`config.mk`:
```
export PLATFORM = sky130hd
export DESIGN_NAME = bomb_arbiter
export DESIGN_NICKNAME = d
export VERILOG_FILES = /design/src/rtl/bomb_arbiter.sv
export SDC_FILE = /design/constraint.sdc
export NUM_CORES = 1
export LEC_CHECK = 0
export BUFFER_PORTS_ARGS = -buffer_cell sky130_fd_sc_hd__buf_2
export CORE_AREA = 2 2 51 53
export CTS_CLUSTER_DIAMETER = 30
export DETAILED_ROUTE_END_ITERATION = 8
export DIE_AREA = 0 0 53 55
export GPL_TIMING_DRIVEN = 0
export PLACE_DENSITY = 0.79
export SLEW_MARGIN = 0
export SYNTH_ARGS = -nofsm -noshare
export SYNTH_HDL_FRONTEND = slang
export SYNTH_SLANG_ARGS = --single-unit
```
`constraint.sdc`:
```
create_clock -name clock -period 4.9 [get_ports clock]
set_input_delay 0.49 -clock clock [delete_from_list [all_inputs] [get_ports clock]]
set_output_delay 0.49 -clock clock [all_outputs]
set_load 0.02 [all_outputs]
```
`src/rtl/bomb_arbiter.sv`:
```
// Event arbiter for the bomb game: round-robin grants puzzle-module events,
// tracks strikes and solved modules, and runs the round FSM (IDLE/SETUP/ARMED/WON/LOST).
module bomb_arbiter #(
    parameter int NUM_MODULES = 4,
    parameter int MAX_STRIKES = 3
) (
    input  logic                     clock,
    input  logic                     reset,
    input  logic                     begin_setup,
    input  logic                     enable,
    input  logic                     timer_expired,
    input  logic [NUM_MODULES-1:0]   req,
    input  logic [2*NUM_MODULES-1:0] event_code,
    output logic [NUM_MODULES-1:0]   grant,
    output logic [1:0]               strikes,
    output logic [NUM_MODULES-1:0]   solved,
    output logic                     strike_pulse,
    output logic                     game_won,
    output logic                     game_lost,
    output logic [2:0]               state
);

    typedef enum logic [2:0] {
        ST_IDLE  = 3'b000,
        ST_SETUP = 3'b001,
        ST_ARMED = 3'b100,
        ST_WON   = 3'b010,
        ST_LOST  = 3'b011
    } state_t;

    localparam int PTR_W = (NUM_MODULES > 1) ? $clog2(NUM_MODULES) : 1;
    localparam logic [1:0] STRIKE_LIMIT = 2'(MAX_STRIKES);
    localparam logic [PTR_W-1:0] LAST_IDX = PTR_W'(NUM_MODULES - 1);

    state_t                 state_reg, state_next;
    logic [NUM_MODULES-1:0] grant_reg, grant_next;
    logic [1:0]             strikes_reg, strikes_next;
    logic [NUM_MODULES-1:0] solved_reg, solved_next;
    logic [PTR_W-1:0]       ptr_reg, ptr_next;
    logic                   pulse_reg, pulse_next;
    logic                   won_reg, won_next;
    logic                   lost_reg, lost_next;

    logic [NUM_MODULES-1:0] eligible;
    logic [NUM_MODULES-1:0] is_strike;
    logic [NUM_MODULES-1:0] is_solve;
    logic                   pick_valid;
    logic [PTR_W-1:0]       pick_idx;
    logic [PTR_W-1:0]       cand;

    // A module granted last edge is masked: its req may still be high while it drops.
    generate
        for (genvar gi = 0; gi < NUM_MODULES; gi++) begin : g_decode
            assign eligible[gi]  = req[gi] & ~solved_reg[gi] & ~grant_reg[gi];
            assign is_strike[gi] = (event_code[2*gi+1:2*gi] == 2'b01);
            assign is_solve[gi]  = (event_code[2*gi+1:2*gi] == 2'b10);
        end
    endgenerate

    // Scan from the pointer upward, wrapping, and take the first eligible module.
    always_comb begin
        pick_valid = 1'b0;
        pick_idx   = '0;
        cand       = '0;
        for (int off = 0; off < NUM_MODULES; off++) begin
            cand = PTR_W'((int'(ptr_reg) + off) % NUM_MODULES);
            if (!pick_valid && eligible[cand]) begin
                pick_valid = 1'b1;
                pick_idx   = cand;
            end
        end
    end

    always_comb begin
        state_next   = state_reg;
        grant_next   = '0;
        strikes_next = strikes_reg;
        solved_next  = solved_reg;
        ptr_next     = ptr_reg;
        pulse_next   = 1'b0;

        if (begin_setup) begin
            state_next   = ST_SETUP;
            strikes_next = '0;
            solved_next  = '0;
            ptr_next     = '0;
        end else begin
            case (state_reg)
                ST_IDLE: ;
                ST_SETUP: begin
                    if (enable) state_next = ST_ARMED;
                end
                ST_ARMED: begin
                    if (enable) begin
                        // Timeout beats a pending win or strike; no grant on the losing edge.
                        if (timer_expired || (strikes_reg >= STRIKE_LIMIT)) begin
                            state_next = ST_LOST;
                        end else if (&solved_reg) begin
                            state_next = ST_WON;
                        end else if (pick_valid) begin
                            grant_next[pick_idx] = 1'b1;
                            ptr_next = (pick_idx == LAST_IDX) ? '0 : PTR_W'(int'(pick_idx) + 1);
                            if (is_strike[pick_idx]) begin
                                pulse_next = 1'b1;
                                if (strikes_reg < STRIKE_LIMIT) strikes_next = strikes_reg + 2'd1;
                            end else if (is_solve[pick_idx]) begin
                                solved_next[pick_idx] = 1'b1;
                            end
                        end
                    end
                end
                ST_WON, ST_LOST: ;
                default: state_next = ST_IDLE;
            endcase
        end

        won_next  = (state_next == ST_WON);
        lost_next = (state_next == ST_LOST);
    end

    always_ff @(posedge clock) begin
        if (reset) begin
            state_reg   <= ST_IDLE;
            grant_reg   <= '0;
            strikes_reg <= '0;
            solved_reg  <= '0;
            ptr_reg     <= '0;
            pulse_reg   <= 1'b0;
            won_reg     <= 1'b0;
            lost_reg    <= 1'b0;
        end else begin
            state_reg   <= state_next;
            grant_reg   <= grant_next;
            strikes_reg <= strikes_next;
            solved_reg  <= solved_next;
            ptr_reg     <= ptr_next;
            pulse_reg   <= pulse_next;
            won_reg     <= won_next;
            lost_reg    <= lost_next;
        end
    end

    assign grant        = grant_reg;
    assign strikes      = strikes_reg;
    assign solved       = solved_reg;
    assign strike_pulse = pulse_reg;
    assign game_won     = won_reg;
    assign game_lost    = lost_reg;
    assign state        = state_reg;

endmodule

```
# Yosys cells after proc, flatten, opt, wreduce, memory -nomap -nowiden
# Cells that the tools add are included.
# totals
latchBits	0
regBits	18
mem_bits_rw	0
mem_count	0
input_bits	17
out_inout_bits	16
word_cells	105
mem_bits_ro	0
# op_classes
multipliers	0
n_div	0
eq_ne	15
n_lt_le_gt_ge	8
n_reduce_logical	16
muxes	30
shift	0
addsub	5
bitwise_logic	23
# op_table
operator	n
$lt A2 B3 Y1 const B	5
$mux W3	5
$not A1 Y1	14
$reduce_and A7 Y1	2
$bmux W1 S2	6
$eq A3 B2 Y1 const B	4
$mux W1	12
$eq A2 B2 Y1 const B	5
$mux W2	5
$pmux W3 S3	1
$and A1 B1 Y1	8
$eq A2 B1 Y1 const B	4
$reduce_or A7 Y1	1
$add A2 B1 Y2 const B	3
$reduce_and A5 Y1	1
$add A2 B2 Y2 const B	2
$logic_and A1 B1 Y1	4
$or A4 B4 Y4	1
$reduce_and A4 Y1	1
$eq A3 B1 Y1 const B	1
$eq A3 B3 Y1 const B	1
$logic_not A1 Y1	3
$logic_not A3 Y1	1
$reduce_or A3 Y1	1
6 further kinds	6

# Logic depth before layout (Yosys ltp)
# Gate-level depths: netlist of the first run.
# depth
depth_word	20
ltp_mapped	7
depth_no_buf	7

# Worst setup path before layout of the first run
# OpenSTA, ideal clock, no wires.
# synth_timing
kind	input-to-reg
startpoint	in req[2]
endpoint	reg solved_reg[3], in the netlist solved[3]
stages	6
setup_time_ps	87
arrival_time_ps	1999
t_required_ps	4813
n_path_buf	0
setup_slack_ps	2814
path_cell_list	or3b_1 -> a211oi_1 -> o2bb2ai_4 -> mux2i_1 -> mux2_4 -> o31ai_1
# synth_between
elab_chain_cells	19
word_cells_on_any_way	36
# synth_lines
element	line_no	text
from (decl)	12	input logic [NUM_MODULES-1:0] req,
$and A1 B1 Y1 (*) (2 in series)	54	assign eligible[gi] = req[gi] & ~solved_reg[gi] & ~grant_reg[gi];
$bmux W1 S2	67	if (!pick_valid && eligible[cand]) begin
$mux W1 (implied by the code)	67	
$mux W1	67	
$logic_not A1 Y1	67	
$logic_and A1 B1 Y1	67	
$mux W1	67	
$logic_not A1 Y1	67	
(+2 left out)	n/a	
$logic_not A1 Y1	67	
$logic_and A1 B1 Y1	67	
$mux W2	67	
$lt A2 B3 Y1 (implied by the code) or $ge A2 B1 Y1 (tied branches)	107	solved_next[pick_idx] = 1'b1;
$logic_and A1 B1 Y1 (implied by the code)	107	
$mux W1 (implied by the code)	107	
$demux W1 S2	107	
$or A4 B4 Y4 (no source line)	n/a	
to (signal assigned)	135	solved_reg <= solved_next;
to (decl)	38	logic [NUM_MODULES-1:0] solved_reg, solved_next;
# Mark *: on every way between the ends. The rest lies on a longest branch, timed or not. The select of a mux whose other input is x is not followed.
# A chain may end at the register's enable or synchronous reset.

# Worst setup path in the final report of the first run
# layout_timing
startpoint	reg solved_reg[1], in the netlist solved[1]
endpoint	reg solved_reg[3], in the netlist solved[3]
# layout_between
elab_chain_cells	20
word_cells_on_any_way	39
# layout_lines
element	line_no
$not A1 Y1	54
$and A1 B1 Y1 (2 in series)	54
$bmux W1 S2	67
$mux W1 (implied by the code)	67
$mux W1	67
$logic_not A1 Y1	67
$logic_and A1 B1 Y1	67
$mux W1	67
(+3 left out)	n/a
$logic_not A1 Y1	67
$logic_and A1 B1 Y1	67
$mux W2	67
$lt A2 B3 Y1 (implied by the code) or $ge A2 B1 Y1 (tied branches)	107
$logic_and A1 B1 Y1 (implied by the code)	107
$mux W1 (implied by the code)	107
$demux W1 S2	107
$or A4 B4 Y4 (no source line)	n/a
# Several ways; a longest one is shown, not always the timed one. The select of a mux whose other input is x is not followed.

==> results_tabular.tex, run 1 <==
\begin{tabular}{lr}
\hline
Metric & Value \\
\hline
\multicolumn{2}{l}{\textbf{Timing}} \\
\quad Post-layout min period & 2180 ps \\
\quad Maximum achievable frequency & 0.459 GHz \\
\quad Worst-case clock skew & 8.11 ps \\
\quad Worst max-slew margin expressed relative to the limit & 57.2\% \\
\quad Share of the clock period used by the worst path & 44.5\% \\
\quad RSZ-0062 raised after global routing & false \\
\quad Transition at the pin with the smallest max-transition slack & 640 ps \\
\quad Final number of hold-violating endpoints & 0 \\
\quad Number of max-slew violations in the final report & 0 \\
\quad Count of final setup violators & 0 \\
\quad Total negative slack & 0 ps \\
\multicolumn{2}{l}{\textbf{Finish}} \\
\quad Most frequent standard cell in the layout excluding fill and tap cells & buf\_2 \\
\quad Final layout net count & 166 \\
\quad Finished Core Util & 52.7\% \\
\quad Most frequent cells in the layout & 32 x buf\_2, 18 x dfxtp\_1, 11 x nand2\_1, 9 x inv\_1 \\
\quad Count of antenna diodes in the layout & 0 \\
\quad Area Overhead vs Synth & 23.1\% \\
\quad Fraction of layout instances using a drive strength above 1 & 32.2\% \\
\multicolumn{2}{l}{\textbf{Critical path}} \\
\quad Family with the most delay on the worst path & compound AO/OA/AOI/OAI gates \\
\quad Worst reg2reg startpoint & solved[1] \\
\quad Slowest CP cell & a211oi\_2 \\
\quad Cells along the critical path & nor3b\_1 -> o21ai\_0 -> a211oi\_2 -> nor3b\_1 -> a311oi\_2 -> o31ai\_1 \\
\quad Most frequent cell on the critical path & nor3b\_1 \\
\quad Reg-to-reg endpoint & solved[3] \\
\quad Register-to-Register Path Depth & 6 \\
\quad Register-to-register path setup slack & 2720 ps \\
\quad Kind of end point of the critical path & register \\
\quad Critical Path Fanout Max & 9 \\
\quad Critical Path Source Type & register \\
\quad Largest incremental delay on the critical path & 600 ps \\
\quad Data arrival time of the critical path & 2360 ps \\
\quad Critical path buffer and inverter count & 0 \\
\quad Required time at the worst-slack endpoint & 5080 ps \\
\quad Worst setup path class & register to register \\
\multicolumn{2}{l}{\textbf{Routing}} \\
\quad Total wire length after detailed routing & 2.03 mm \\
\quad Number of DRC violations after detailed-routing iteration 0 & 12 \\
\quad Number of iterations in the first detailed-routing pass & 4 \\
\quad DRC violation count after routing & 0 \\
\quad WL per Instance & 11.7 microns \\
\quad Antenna Violating Nets Remaining & 0 \\
\quad Number of vias after detailed routing & 888 \\
\quad Average vias per placed instance & 5.13 \\
\multicolumn{2}{l}{\textbf{Global routing}} \\
\quad Initial antenna violation count & 0 \\
\quad GRT Resource Usage Total & 15.6\% \\
\quad Overflow after GRT & 0 \\
\quad Wire length of the first global-routing pass & 3.27 mm \\
\quad Via count of the first global-routing pass & 812 \\
\quad Maximum number of pins on one net before global-route repair & 11 \\
\multicolumn{2}{l}{\textbf{Clocking}} \\
\quad Clock Pin Slew Worst Setup and Hold Paths & 110 ps \\
\quad CTS root buffer & clkbuf\_4 \\
\quad Clock insertion delay at the later pin of the skew report & 300 ps \\
\quad Cells resized by post-CTS repair & 0 \\
\quad TritonCTS clock tree & yes \\
\quad Clock Sink Count & 18 \\
\quad Hold buffer count at cts & 0 \\
\quad Number of setup buffers added after CTS & 0 \\
\quad Number of H-tree branching levels & 1 \\
\quad Number of buffers created by CTS & 3 \\
\quad Maximum root-to-sink buffer count & 2 \\
\multicolumn{2}{l}{\textbf{Power}} \\
\quad VDD IR max & 154 uV \\
\quad Power per standard cell area & 224 nW/um\^{}2 \\
\quad Pleak & 0.614 nW \\
\multicolumn{2}{l}{\textbf{Min path}} \\
\quad Endpoint of the worst hold-timing path & state[0] \\
\quad Hold Crit Start & reset \\
\quad Number of cells traversed by the worst hold path & 2 \\
\quad Hold/Removal Path Class & input port to register \\
\multicolumn{2}{l}{\textbf{Floorplanning}} \\
\quad Area inside the core boundary & 2360 sq um \\
\quad Area enclosed by the die boundary & 2920 sq um \\
\quad Number of rows in the core area & 18 \\
\quad Number of primary I/O pins & 33 \\
\quad Effective utilization at floorplan & 42.8\% \\
\quad Die Span X & 53 microns \\
\quad Vertical die dimension & 55 microns \\
\multicolumn{2}{l}{\textbf{Job}} \\
\quad Max-cap violation count & 0 \\
\multicolumn{2}{l}{\textbf{Place}} \\
\quad Routability cong. & 0.837 \\
\quad Port Buf Inserts & 32 \\
\quad Detailed-placement wirelength estimate & 1.71 mm \\
\multicolumn{2}{l}{\textbf{Yosys}} \\
\quad Flip-flop and latch count after synthesis & 18 \\
\quad Warning count from the yosys run & 0 \\
\quad Top cells by area in the synthesized netlist & dfxtp\_1 36\%, mux2i\_1 6.9\%, ha\_1 6.2\%, nor2b\_1 4.3\%, nand2\_1 4.1\% \\
\quad Syn Inst Count & 107 \\
\quad Post-Syn Area & 1010 sq um \\
\quad Average instance area after synthesis & 9.46 sq um \\
\quad Cell type with the highest aggregate area in the netlist & dfxtp\_1 \\
\quad Synth unique cells & 32 \\
\quad Seq/Total Area, Yosys & 35.6\% \\
\quad Area share of the largest cell type after synthesis & 35.6\% \\
\quad Syn\_nets & 129 \\
\multicolumn{2}{l}{\textbf{Run status}} \\
\quad Run status & finished clean \\
\hline
\end{tabular}
-- through the flow --
| stage | std cells | instance area, sq um | power [mW] | setup slack (ps) | hold slack (ps) |
|---|---|---|---|---|---|
| global route | 173 | 1250 | 0.291 | 2480 | 407 |
| global placement | 169 | 1210 | 0.189 | 2560 | 450 |
| finish | 173 | 1250 | 0.279 | 2720 | 411 |
| floorplan | 107 | 1010 | 0.177 | 2810 | 498 |
| detailed placement | 169 | 1210 | 0.190 | 2520 | 473 |
| CTS | 173 | 1250 | 0.280 | 2710 | 406 |
-- layer usage --
layer / wire length, microns / track usage, %
met1: 862 / 17.6
met2: 1070 / 27.9
met3: 57 / 2.69
met4: 36 / 8.97
met5: 0 / 0
-- cells by family (layout without fill, tap and decap cells) --
kind of cell	after synthesis	count (layout)	share of synthesized area, %
AND/OR/NAND/NOR	50	50	30.0
flip-flops	18	18	35.6
AO/OA/AOI/OAI	17	17	16.4
buffers and inverters	9	45	3.34
multiplexers	8	8	8.41
adder cells (fa/ha/maj)	5	5	6.18
-- report_power, final --
| group | switching [mW] | internal (mW) |
|---|---|---|
| sequential | 0.000840 | 0.147 |
| clock | 0.0467 | 0.0453 |
| combinational | 0.0206 | 0.0182 |
| total | 0.0681 | 0.211 |
-- synth_stat cells --
library cell,n
nor3b_1,3
and2_1,3
nand2b_1,6
nand2b_2,1
o31ai_1,4
a22o_1,1
nor4_1,2
dfxtp_1,18
mux2i_1,7
mux2_4,1
nor2b_1,7
a41o_2,1
nor3_1,1
nor3b_2,1
o21ai_0,2
a311oi_2,2
nor4bb_1,1
or2_0,1
a22oi_1,1
a211oi_2,1
ha_1,5
o2bb2ai_4,1
or3_1,1
o32ai_1,1
a211oi_1,2
and4bb_2,1
inv_1,9
nor2_1,7
or4b_4,1
nand2_1,11
a21oi_1,1
or3b_1,3
-- layout make-up --
cell class	count	area [sq um]
Timing Repair Buffer	32	160
Inverter	9	33.8
Tap cell	30	37.5
Multi-Input combinational cell	80	618
Clock buffer	4	36.3
Sequential cell	18	360
Fill cell	230	1120
-- worst max path at each step --
stage	from	end	slack (ps)	depth (start not counted)
4_1_cts	solved[1]	solved[3]	2710	6
3_5_place_dp	req[1]	solved[3]	2520	7
3_3_place_gp	req[1]	solved[3]	2560	7
5_1_grt	solved[1]	solved[3]	2480	6
2_1_floorplan	req[2]	solved[3]	2810	6
6_report	solved[1]	solved[3]	2720	6
(Power assumes the default switching activity.)
==> inputs of run 2 (changes only) <==
Clock period 4.9 ns to 2.2 ns, I/O delays scaled along.
==> run 2 against run 1 <==
Effect of this change: cell count up 0.58%; largest power group unchanged; combinational power is 140% higher; fmax rose by 4.6%; clock-buffer cell count did not move; sequential share of layout area fell by 1.1 points; first-iteration DRC count rose by 25%; global-route usage unchanged; critical path depth is 1 lower; highest routed layer unchanged; core utilization up 2.1 points; via count grew 2.8%.
==> results_tabular.tex, run 2 (same netlist as run 1, synthesis figures left out) <==
\begin{tabular}{lr}
\hline
Metric & Value \\
\hline
\multicolumn{2}{l}{\textbf{Run status}} \\
\quad Run status & finished clean \\
\multicolumn{2}{l}{\textbf{Timing}} \\
\quad Final number of hold-violating endpoints & 0 \\
\quad Post-layout min period & 2080 ps \\
\quad Count of final setup violators & 0 \\
\quad Total negative slack & 0 ps \\
\quad Number of max-slew violations in the final report & 0 \\
\quad Transition at the pin with the smallest max-transition slack & 550 ps \\
\quad Worst-case clock skew & 11.4 ps \\
\quad Share of the clock period used by the worst path & 94.8\% \\
\quad Maximum achievable frequency & 0.480 GHz \\
\quad Worst max-slew margin expressed relative to the limit & 63.2\% \\
\multicolumn{2}{l}{\textbf{Critical path}} \\
\quad Required time at the worst-slack endpoint & 2380 ps \\
\quad Cells along the critical path & or3b\_1 -> o21ai\_1 -> a211oi\_2 -> a311oi\_2 -> o31ai\_1 \\
\quad Kind of end point of the critical path & register \\
\quad Critical path buffer and inverter count & 0 \\
\quad Largest incremental delay on the critical path & 500 ps \\
\quad Worst setup path class & register to register \\
\quad Family with the most delay on the worst path & compound AO/OA/AOI/OAI gates \\
\quad Slowest CP cell & or3b\_1 \\
\quad Critical Path Source Type & register \\
\quad Data arrival time of the critical path & 2270 ps \\
\quad Critical Path Fanout Max & 4 \\
\multicolumn{2}{l}{\textbf{Global routing}} \\
\quad Via count of the first global-routing pass & 812 \\
\quad GRT Resource Usage Total & 15.6\% \\
\quad Initial antenna violation count & 0 \\
\quad Overflow after GRT & 0 \\
\quad Wire length of the first global-routing pass & 3.27 mm \\
\quad Maximum number of pins on one net before global-route repair & 11 \\
\multicolumn{2}{l}{\textbf{Routing}} \\
\quad Number of vias after detailed routing & 913 \\
\quad Number of iterations in the first detailed-routing pass & 4 \\
\quad Average vias per placed instance & 5.25 \\
\quad WL per Instance & 12.6 microns \\
\quad Total wire length after detailed routing & 2.19 mm \\
\quad DRC violation count after routing & 0 \\
\quad Antenna Violating Nets Remaining & 0 \\
\quad Number of DRC violations after detailed-routing iteration 0 & 15 \\
\multicolumn{2}{l}{\textbf{Power}} \\
\quad Sequential share of power & 52.2\% \\
\quad VDD IR max & 341 uV \\
\quad Switching part of the total power & 25.2\% \\
\quad Internal portion of total power & 0.472 mW \\
\quad Proportion of power drawn by the clock network & 32.9\% \\
\quad Power per standard cell area & 487 nW/um\^{}2 \\
\quad Pleak & 0.626 nW \\
\quad Power share of the combinational group & 15.0\% \\
\quad Switching pwr & 0.159 mW \\
\multicolumn{2}{l}{\textbf{Clocking}} \\
\quad Clock Pin Slew Worst Setup and Hold Paths & 110 ps \\
\quad Hold buffer count at cts & 0 \\
\quad Number of buffers created by CTS & 3 \\
\quad TritonCTS clock tree & yes \\
\quad CTS root buffer & clkbuf\_4 \\
\quad Clock Sink Count & 18 \\
\quad Maximum root-to-sink buffer count & 2 \\
\quad Number of H-tree branching levels & 1 \\
\quad Clock insertion delay at the later pin of the skew report & 300 ps \\
\multicolumn{2}{l}{\textbf{Finish}} \\
\quad Finished Core Util & 54.8\% \\
\quad Most frequent cells in the layout & 32 x buf\_2, 18 x dfxtp\_1, 11 x nand2\_1, 9 x inv\_1 \\
\quad Number of non-filler instances in the completed layout & 174 \\
\quad Final std cell area, no fill & 1300 sq um \\
\quad Count of antenna diodes in the layout & 0 \\
\quad Area Overhead vs Synth & 28.1\% \\
\quad Final layout net count & 167 \\
\quad Fraction of layout instances using a drive strength above 1 & 35.4\% \\
\quad Most frequent standard cell in the layout excluding fill and tap cells & buf\_2 \\
\multicolumn{2}{l}{\textbf{Place}} \\
\quad Port Buf Inserts & 32 \\
\quad Routability cong. & 0.837 \\
\quad Detailed-placement wirelength estimate & 1.71 mm \\
\quad Placed Instance Area & 1210 sq um \\
\quad Cells after DPL & 169 \\
\multicolumn{2}{l}{\textbf{Floorplanning}} \\
\quad Area enclosed by the die boundary & 2920 sq um \\
\quad Die Span X & 53 microns \\
\quad Number of rows in the core area & 18 \\
\quad Area inside the core boundary & 2360 sq um \\
\quad Vertical die dimension & 55 microns \\
\quad Effective utilization at floorplan & 42.8\% \\
\quad Number of primary I/O pins & 33 \\
\multicolumn{2}{l}{\textbf{Min path}} \\
\quad Hold/Removal Path Class & input port to register \\
\multicolumn{2}{l}{\textbf{Job}} \\
\quad Max-cap violation count & 0 \\
\hline
\end{tabular}
[run 2: path summary, 6_finish.rpt]
check | from | slack, ps | endpoint | depth (start not counted)
setup / recovery | solved[2] | 120 | solved[3] | 5
hold / removal | reset | 130 | state[0] | 2
setup reg to reg | solved[2] | 120 | solved[3] | 5
hold reg to reg | state[1] | 480 | state[2] | 1
[run 2: what timing repair did]
action / CTS / global route
resized for setup: 0 / 7
buffers inserted: 0 / 0
endpoints found under the setup margin: 0 / 9
[run 2: per-stage QoR]
stage                     setup WS (ps)  hold slack (ps)  power, mW
final                               115              132      0.631
after global routing              -7.24              137      0.657
after CTS                          12.4              136      0.624
after detailed placement           36.7              464      0.424
after global placement             68.5              450      0.421
after floorplan                     176              292      0.394
[run 2: cell type report]
| type | count | area [sq um] |
|---|---|---|
| fillers | 222 | 1070 |
| inverters | 9 | 33.8 |
| repair buffers | 32 | 160 |
| well taps | 30 | 37.5 |
| multi-input cells | 81 | 668 |
| flip-flops and latches | 18 | 360 |
| clock buffers | 4 | 36.3 |
[run 2: routing by layer]
layer | track usage [%] | share of wire (%) | vias to the layer above
met2 | 27.9 | 51 | 24
met4 | 8.97 | 1.6 | 0
met3 | 2.69 | 3.2 | 4
met5 | 0 | 0 | -
met1 | 17.6 | 44 | 425
li1 | - | - | 460
[run 2: worst register-to-register path: stages, from the launching register on]
cell and delay, ps:
dfxtp_1 350, or3b_1 500, o21ai_1 370, a211oi_2 190, a311oi_2 450, o31ai_1 120
[run 2: power groups by stage]
stage	combinational, mW	clock [mW]	sequential (mW)
2_1_floorplan	0.0548	0	0.339
3_3_place_gp	0.0847	0	0.337
3_5_place_dp	0.0870	0	0.337
4_1_cts	0.0874	0.207	0.329
5_1_grt	0.105	0.223	0.330
6_report	0.0945	0.207	0.329
